<file path="src/rtl/ysyx_24080006_axi_pkg.sv">
// rtl/ysyx_24080006_axi_pkg.sv - AXI4 read-channel request/response bundles
package ysyx_24080006_axi_pkg;

  typedef struct packed {
    logic        arvalid;
    logic [31:0] araddr;
    logic [3:0]  arid;
    logic [7:0]  arlen;
    logic [2:0]  arsize;
    logic [1:0]  arburst;
    logic        rready;
  } axi_r_m2s_t;

  typedef struct packed {
    logic        arready;
    logic        rvalid;
    logic [31:0] rdata;
    logic        rlast;
  } axi_r_s2m_t;

endpackage

</file>
<file path="src/rtl/ysyx_24080006_rd_arbiter.sv">
// rtl/ysyx_24080006_rd_arbiter.sv - IFU/LSU AXI4 read arbiter with burst length check
// Define YSYX_ARB_RR_EN for round-robin arbitration; default is fixed LSU-over-IFU priority.
module ysyx_24080006_rd_arbiter
  import ysyx_24080006_axi_pkg::*;
#(
  parameter logic [3:0] IFU_ID = 4'd0,
  parameter logic [3:0] LSU_ID = 4'd1
) (
  input  logic       clock,
  input  logic       reset,
  input  axi_r_m2s_t ifu_r_m2s,
  output axi_r_s2m_t ifu_r_s2m,
  input  axi_r_m2s_t lsu_r_m2s,
  output axi_r_s2m_t lsu_r_s2m,
  output axi_r_m2s_t core_r_m2s,
  input  axi_r_s2m_t core_r_s2m,
  output logic       busy,
  output logic       grant_lsu,
  output logic       len_err
);

  typedef enum logic [1:0] {
    IDLE = 2'd0,
    AR   = 2'd1,
    R    = 2'd2
  } state_t;

  state_t     state, state_nxt;
  logic       grant, grant_nxt;
  logic [7:0] cnt, cnt_nxt;
  logic [7:0] len_q, len_nxt;
  logic       win;
  axi_r_m2s_t sel;
  axi_r_s2m_t rsp;

  assign sel = grant ? lsu_r_m2s : ifu_r_m2s;

`ifdef YSYX_ARB_RR_EN
  // ptr = 1 favours LSU; it only matters when both masters request together.
  logic ptr, ptr_nxt;
  assign win = (ifu_r_m2s.arvalid && lsu_r_m2s.arvalid) ? ptr : lsu_r_m2s.arvalid;

  always_ff @(posedge clock or negedge reset) begin
    if (!reset) ptr <= 1'b1;
    else        ptr <= ptr_nxt;
  end

  always_comb begin
    ptr_nxt = ptr;
    if (state == IDLE && (ifu_r_m2s.arvalid || lsu_r_m2s.arvalid)) ptr_nxt = ~win;
  end
`else
  assign win = lsu_r_m2s.arvalid;
`endif

  always_ff @(posedge clock or negedge reset) begin
    if (!reset) begin
      state <= IDLE;
      grant <= 1'b0;
      cnt   <= 8'd0;
      len_q <= 8'd0;
    end else begin
      state <= state_nxt;
      grant <= grant_nxt;
      cnt   <= cnt_nxt;
      len_q <= len_nxt;
    end
  end

  always_comb begin
    state_nxt  = state;
    grant_nxt  = grant;
    cnt_nxt    = cnt;
    len_nxt    = len_q;
    core_r_m2s = '0;
    rsp        = '0;
    len_err    = 1'b0;
    case (state)
      IDLE: begin
        if (ifu_r_m2s.arvalid || lsu_r_m2s.arvalid) begin
          grant_nxt = win;
          state_nxt = AR;
        end
      end
      AR: begin
        core_r_m2s        = sel;
        core_r_m2s.arid   = grant ? LSU_ID : IFU_ID;
        core_r_m2s.rready = 1'b0;
        rsp.arready       = core_r_s2m.arready;
        if (sel.arvalid && core_r_s2m.arready) begin
          len_nxt   = sel.arlen;
          cnt_nxt   = 8'd0;
          state_nxt = R;
        end
      end
      R: begin
        core_r_m2s.rready = sel.rready;
        rsp.rvalid        = core_r_s2m.rvalid;
        rsp.rdata         = core_r_s2m.rdata;
        rsp.rlast         = core_r_s2m.rlast;
        if (core_r_s2m.rvalid && sel.rready) begin
          cnt_nxt = cnt + 8'd1;
          // cnt holds beats already accepted, so the last beat must see cnt == arlen.
          if (core_r_s2m.rlast) begin
            len_err   = (cnt != len_q);
            state_nxt = IDLE;
          end else begin
            len_err = (cnt > len_q);
          end
        end
      end
      default: state_nxt = IDLE;
    endcase
  end

  assign ifu_r_s2m = grant ? '0 : rsp;
  assign lsu_r_s2m = grant ? rsp : '0;
  assign busy      = (state != IDLE);
  assign grant_lsu = grant;

endmodule

</file>
<file path="config.mk">
export PLATFORM = sky130hd
export DESIGN_NAME = ysyx_24080006_rd_arbiter
export DESIGN_NICKNAME = d
export VERILOG_FILES = /design/src/rtl/ysyx_24080006_axi_pkg.sv /design/src/rtl/ysyx_24080006_rd_arbiter.sv
export SDC_FILE = /design/constraint.sdc
export NUM_CORES = 1
export LEC_CHECK = 0
export ABC_AREA = 0
export CORE_AREA = 4 4 100 102
export CTS_CLUSTER_DIAMETER = 80
export DETAILED_ROUTE_END_ITERATION = 6
export DIE_AREA = 0 0 104 106
export GPL_TIMING_DRIVEN = 0
export PLACE_DENSITY = 0.81
export SYNTH_ARGS = -nofsm -noshare
export SYNTH_HDL_FRONTEND = slang
export SYNTH_SLANG_ARGS = --single-unit
</file>
<file path="constraint.sdc">
create_clock -name clock -period 3.12 [get_ports clock]
set_input_delay 0.624 -clock clock [delete_from_list [all_inputs] [get_ports clock]]
set_output_delay 0.624 -clock clock [all_outputs]
set_load 0.01 [all_outputs]
</file>
* After elaboration in Yosys (flattened, before gate mapping)
Index checks and enable logic that the tools add are counted.
** Cells by class
- $add $sub $neg :: 1
- Muxes and demuxes :: 19
- Eq/ne operators :: 7
- Reduce and logical (&&, ||, !) cells :: 10
- Shift-type cells :: 0
- Divide/modulo/power cells :: 0
- $lt $le $gt $ge :: 1
- Bitwise gates (word level) :: 0
- Multiply operators :: 0
** Operators by type and width (number)
- 35-bit two-way mux :: 2
- 51-bit two-way mux :: 1
- 50-bit two-way mux :: 1
- 34-bit two-way mux :: 1
- 8-bit two-way mux :: 2
- 8-bit one-hot mux with 2 select lines :: 1
- 8-bit by 1-bit adder with 8-bit output, second input constant :: 1
- 8-bit greater-than comparator :: 1
- 2-bit two-way mux :: 4
- 2-bit inequality test, second input constant :: 4
- 8-bit inequality test :: 1
- 1-bit two-way mux :: 6
- 2-bit one-hot mux with 3 select lines :: 1
- 2-bit AND reduction :: 2
- 4-bit AND reduction :: 1
- 2-bit nonzero test :: 2
- 3-bit AND reduction :: 1
- 2-bit by 1-bit == test with 1-bit output, second input constant :: 1
- 2-bit == test, second input constant :: 1
- 1-bit logical AND :: 2
- 2-bit zero test :: 1
- 1-bit logical OR :: 1
** Word-level totals
- Bits in latches :: 0
- Output and inout port bits :: 124
- Register bits after elaboration :: 19
- Memory bits (read-only) :: 0
- Memories kept :: 0
- Logic and storage cells :: 42
- Memory bits (writable) :: 0
- Input bits :: 139

* Depth between registers and ports, before layout
Gate-level depths: netlist (run 1).
- Word-level depth :: 4
- Mapped depth :: 6
- Mapped depth without buffers :: 6

* Least setup slack after synthesis (run 1)
Ideal clock, no wire load.
- Kind :: register to output
- Start :: register grant, in the netlist grant_lsu
- End :: output core_r_m2s[18] in the netlist's numbering
- Data arrival time :: 1633 ps
- Required time :: 2496 ps
- Buffers on the path :: 3
- Stages on the path, launching flop included :: 6
- Setup slack :: 863 ps
- Cells stage by stage :: dfrtp_1 > buf_2 > clkbuf_1 > buf_2 > mux2i_1 > nor2_1
** RTL lines
- start, declared :: line ysyx_24080006_rd_arbiter.sv:29 : logic grant, grant_nxt;
- start signal, assigned :: line ysyx_24080006_rd_arbiter.sv:64 : grant <= grant_nxt;
- end, declared :: line ysyx_24080006_rd_arbiter.sv:15 : output axi_r_m2s_t core_r_m2s,

==> results.md, run 1 <==
* Status: complete, no violations
* Number of antenna violations at the first check in global routing at 0
* Mean Syn Cell Area at 7.31 sq um
* VDD IR max at 0.438 mV
* Max Cap Viol at 0
* Worst slew margin at 0.439
* Die X at 104 um
* N_diodes at 0
* First-pass GRT wire length at 18300 um
* Area of the die at 0.0110 sq mm
* Root Driver: clkbuf_8
* Total track usage at 0.206
* Tightest Hold Check Type: reg2reg
* Post-Syn Instances at 310
* Routed wire length at 12400 um
* CTS H-tree depth at 1
* Unrepaired setup endpoints after global routing: no
* # IOs at 263
* Synth Register Bits at 19
* Period utilisation layout at 0.970
* P&R area growth vs syn at 121%
* Yosys warning count at 0
* Crit-path cells: buf_4, clkbuf_4, buf_2, mux2i_1, nor2_1, clkdlybuf4s50_1
* Global route overflow at 0
* Maximum root-to-sink buffer count at 2
* Endpoints failing hold at 0
* Clock Skew at 2.37 ps
* Worst setup path class: reg2out
* Syn Std Cell Area at 0.00227 sq mm
* Post-Place Cells at 674
* FF-to-FF path depth at 4
* CTS tree: built
* Die Y at 106 um
* Core ar. at 0.00911 sq mm
* Share of cells above drive strength 1 at 0.0352
* CP required at 2500 ps
* Largest net degree at the start of global routing at 20
* Post-synthesis sequential area ratio at 0.210
* Num CTS Buffers at 3
* Count of cell types in the netlist at 32
* Power per cell area at 636 mW/mm^2
* Vias in the first global route at 3406
* Sink Count at 19
* # rows at 35
* Area contributors post-synth: mux2i_1 (22%), dfrtp_1 (21%), and3_1 (18%)
* Hold Slack at 528 ps
* Fmax at 330 MHz
* DRC Markers at 0
* # fillers at 818
* Finished Layout Cells at 679
* Final min period at 3030 ps
* Port buffer count at 251
* Synth top area share at 0.216
* ANT nets after route at 0
* Final Max Slew Viols at 0
* Worst skew pair latency at 260 ps
* Initial DRC Count at 171
* Leakage at 2.32 nW
* Crit. End Element: primary output
* Initial Utilization at 0.249
* Critical Path Fanout Max at 10
* CP peak stage delay at 500 ps
* Placer Congestion at 0.877
* Critical-path top delay cell: clkdlybuf4s50_1
* Cell taking the most area after synthesis: mux2i_1
* Layout Utilization at 0.549
* Clock transition at the registers of the reported paths at 70 ps
* Cts-stage hold buffer count at 0
* Worst hold path depth at 2
* Setup crit start kind: flop
* DR WL/cell at 18.3 um
* Crit path DAT at 2400 ps
* Dpl hpwl at 10700 um
* Endpoints failing setup at 0
* Worst-margin pin slew at 839 ps
* DR pass1 iterations at 6
* Detailed-route via count at 3325
* Vias/cell at 4.90
* Nets at 717
timing repair:
item / in CTS / in global routing
gates resized for setup: 4 / 10
endpoints found under the setup margin: 69 / 53
endpoints found under the hold margin: 0 / 0
pin swaps: 0 / 1
buffers inserted: 0 / 1
through the flow:
stage          TNS (ps)  setup WS, ps  area (sq um)  power (W)
6_report              0          92.5          5000    0.00318
5_1_grt               0          5.58          5000    0.00342
4_1_cts               0          28.2          4980    0.00317
3_5_place_dp      -7.03         -4.17          4930    0.00297
3_3_place_gp          0          8.74          4930    0.00293
2_1_floorplan         0           863          2270    0.00166
cells in the final DEF (no fill, tap or decap), types with 3 or more instances in the layout:
cell type	n
o21ai_1	9
nand2_1	16
mux2i_1	48
clkbuf_1	17
and3_1	66
clkdlybuf4s50_1	251
inv_1	14
nor2b_1	3
buf_4	5
o31ai_1	3
clkbuf_2	3
nor3_1	4
dfrtp_1	19
nor2_1	58
clkbuf_8	3
conb_1	3
a21oi_1	4
xnor2_1	3
ha_1	9
o21ai_0	3
clkbuf_4	3
worst max-delay path: cells and delay by family, from the launching register on:
family,cells,cell delay (ps)
buffers and inverters,4,1330
muxes,1,260
DFF,1,490
and+or+nand+nor,1,60
final cells by class:
type                            instances  area (sq um)  share of cell area
Multi-Input combinational cell        249          1620               0.325
Clock buffer                            4          45.0             0.00901
Buffer                                 29           141              0.0283
Timing Repair Buffer                  252          2520               0.504
Sequential cell                        19           475              0.0951
Tap cell                              111           139              0.0278
Inverter                               15          56.3              0.0113
logic make-up (layout without fill, tap and decap cells):
family	Yosys count	count (layout)	synth area share
AO/OA/AOI/OAI	25	25	0.0668
flip-flops	19	19	0.210
AND/OR/NAND/NOR	160	160	0.364
XOR/XNOR	3	3	0.0116
adder cells (fa/ha/maj)	9	9	0.0497
multiplexers	49	49	0.216
buffers and inverters	44	300	0.0806
other	1	3	0.00165
flip-flops by register name, indices dropped and copies added, names as in the netlist:
| register | cells |
|---|---|
| cnt | 8 |
| grant_lsu | 1 |
| len_q | 8 |
| state | 2 |
power breakdown:
| group | internal (W) | switching, W | leakage (nW) |
|---|---|---|---|
| clock network | 0.0000909 | 0.0000836 | 0.0228 |
| registers | 0.000330 | 0.0000682 | 0.245 |
| logic | 0.00132 | 0.00129 | 2.05 |
| total | 0.00174 | 0.00144 | 2.32 |
routing by layer:
metal	up-vias	GRT usage	wire, um
li1	1591	-	-
met1	1538	0.227	4480
met2	169	0.384	6520
met3	27	0.0480	998
met4	0	0.0769	456
met5	-	0	0
worst paths after layout:
path | start | to | slack, ps
max | grant_lsu | core_r_m2s[25] | 90
min | len_q[7] | len_q[7] | 530
max reg2reg | grant_lsu | cnt[7] | 1200
min reg2reg | len_q[7] | len_q[7] | 530
max in group asynchronous | reset | cnt[0] | 1760
min in group asynchronous | reset | len_q[7] | 840
synthesized netlist by cell type, drive strengths merged:
master / number
nand3: 1
buf: 8
o31ai: 3
o211ai: 2
ha: 9
and3: 66
and4: 2
nand4b: 1
xnor2: 3
nor3: 4
o21ai: 12
nand3b: 1
a21oi: 4
inv: 15
nand2b: 2
or3: 1
mux2i: 49
nand2: 16
nor2b: 4
a22o: 2
nand4: 2
o2111ai: 1
conb: 1
nor2: 58
clkbuf: 21
or4: 2
dfrtp: 19
o21a: 1
Note: power is estimated with default switching activity, not from simulation.
==> inputs of run 2 (changes only) <==
--- a/config.mk
+++ b/config.mk
@@ -11,7 +11,8 @@
 export DETAILED_ROUTE_END_ITERATION = 6
 export DIE_AREA = 0 0 104 106
 export GPL_TIMING_DRIVEN = 0
-export PLACE_DENSITY = 0.81
+export MAX_ROUTING_LAYER = met4
+export PLACE_DENSITY_LB_ADDON = 0.2
 export SYNTH_ARGS = -nofsm -noshare
 export SYNTH_HDL_FRONTEND = slang
 export SYNTH_SLANG_ARGS = --single-unit
==> run 2 against run 1 <==
Count of clock-buffer cells in the layout is the same; critical endpoint is now lsu_r_s2m[17]; global-route usage shrank 0.094 points; sequential share of layout area is essentially flat; sequential cell count is the same; sequential power shrank 1%; largest power group unchanged; design area shrank 0.23%; core utilization shrank 0.12 points; wire length shrank 2.5%.
==> results.md, run 2 (synthesized netlist as in run 1, its figures left out) <==
* Total power at 0.00315 W
* DR WL/cell at 17.9 um
* Psw at 0.00143 W
* Unrepaired setup endpoints after global routing: no
* P&R area growth vs syn at 120%
* Root Driver: clkbuf_8
* WP depth at 5
* CTS H-tree depth at 1
* Routed wire length at 12100 um
* CTS tree: built
* Nets at 715
* Buf/Inv on CP at 3
* Die X at 104 um
* Worst skew pair latency at 260 ps
* Detailed-route via count at 3197
* Global route overflow at 0
* Top flop regs: cnt x8, len_q x8, state x2
* Status: complete, no violations
* Worst setup path class: reg2out
* DR pass1 iterations at 4
* Critical Path Start: state[1]
* Endpoints failing setup at 0
* ANT nets after route at 0
* Setup crit start kind: flop
* Setup total negative slack at 0 ps
* FF-to-FF path depth at 4
* VDD IR max at 0.363 mV
* Sink Count at 19
* Worst-margin pin slew at 867 ps
* # rows at 35
* Crit-path cells: nor2b_2, clkbuf_1, clkbuf_2, and3_1, clkdlybuf4s50_1
* Critical Path End: lsu_r_s2m[17]
* Post-Place Worst Slack at -42.3 ps
* Fmax at 339 MHz
* Leading cell types in the layout, fill and taps excluded: clkdlybuf4s50_1 (251), and3_1 (66), nor2_1 (57)
* # IOs at 263
* First-pass GRT wire length at 17500 um
* CP peak stage delay at 550 ps
* Worst R2R End: cnt[7]
* Largest net degree at the start of global routing at 20
* Int Power at 0.00172 W
* Vias in the first global route at 3185
* Crit path DAT at 2330 ps
* Clock transition at the registers of the reported paths at 70 ps
* Clock Skew at 4.02 ps
* Power per cell area at 631 mW/mm^2
* Number of antenna violations at the first check in global routing at 2
* Vias/cell at 4.71
* Worst R2R Start: state[0]
* Die Y at 106 um
* Period utilisation layout at 0.946
* CP required at 2500 ps
* Dpl hpwl at 10400 um
* Initial Utilization at 0.249
* Tightest Hold Check Type: reg2reg
* Most common cell after layout, fill and taps aside: clkdlybuf4s50_1
* Post-DP Area at 0.00493 sq mm
* Critical-path top delay cell: clkdlybuf4s50_1
* DRC Markers at 0
* Num CTS Buffers at 3
* Share of cells above drive strength 1 at 0.0353
* Endpoints failing hold at 0
* Initial DRC Count at 95
* Port buffer count at 251
* Worst slew margin at 0.420
* Post-CTS Setup Bufs at 0
* Design area at 0.00499 sq mm
* Flop-to-flop setup slack at 1170 ps
* Logic pwr share at 0.820
* Final min period at 2950 ps
* Max Cap Viol at 0
* Area of the die at 0.0110 sq mm
* Final Max Slew Viols at 0
* Placer Congestion at 0.852
* Critical Path Fanout Max at 10
* CP delay by family, top: buffers and inverters
* Power share of the sequential group at 0.125
* Leakage at 2.31 nW
* Total track usage at 0.205
* Final worst slack at 168 ps
* Crit. End Element: primary output
* Sw Share at 0.453
* Core ar. at 0.00911 sq mm
* Maximum root-to-sink buffer count at 2
* Clock power share at 0.055
## run 2: how the worst min path moves through the flow
stage,start,to,slack (ps),cells past startpoint
floorplan,reset,cnt[0],330,0
global placement,len_q[0],len_q[0],500,1
detailed placement,len_q[0],len_q[0],500,1
CTS,len_q[0],len_q[0],520,1
global route,len_q[6],len_q[6],540,2
finish,len_q[0],len_q[0],510,1
## run 2: power by group through the flow
| stage | clock network [W] | logic [W] | registers [W] |
|---|---|---|---|
| floorplan | 0 | 0.00128 | 0.000379 |
| global placement | 0 | 0.00256 | 0.000392 |
| detailed placement | 0 | 0.00258 | 0.000394 |
| CTS | 0.000177 | 0.00259 | 0.000390 |
| global route | 0.000187 | 0.00280 | 0.000406 |
| finish | 0.000174 | 0.00258 | 0.000393 |
## run 2: final cells by class
class | count | area [sq um]
Multi-Input combinational cell | 249 | 1630
Timing Repair Buffer | 251 | 2510
Fill cell | 879 | 4120
Antenna cell | 2 | 5.00
Buffer | 28 | 130
Clock buffer | 4 | 45.0
Inverter | 15 | 56.3
Sequential cell | 19 | 475
Tap cell | 111 | 139
## run 2: stage by stage
step | hold WS [ps] | cells | utilization
5_1_grt | 544 | 679 | 0.548
3_5_place_dp | 503 | 674 | 0.541
3_3_place_gp | 496 | 674 | 0.541
2_1_floorplan | 328 | 312 | -
6_report | 513 | 679 | 0.548
4_1_cts | 519 | 677 | 0.545
## run 2: layer usage
layer,GRT usage,share of wire
met5,-,0
met4,0.0437,0.0073
met3,0.0352,0.063
met2,0.383,0.54
met1,0.230,0.39
## run 2: what timing repair did
| action | in CTS | in global routing |
|---|---|---|
| gates cloned | 0 | 0 |
| hold buffers | 0 | 0 |
| setup endpoints to repair | 69 | 48 |
| pin swaps | 0 | 1 |
| gates resized for setup | 0 | 12 |
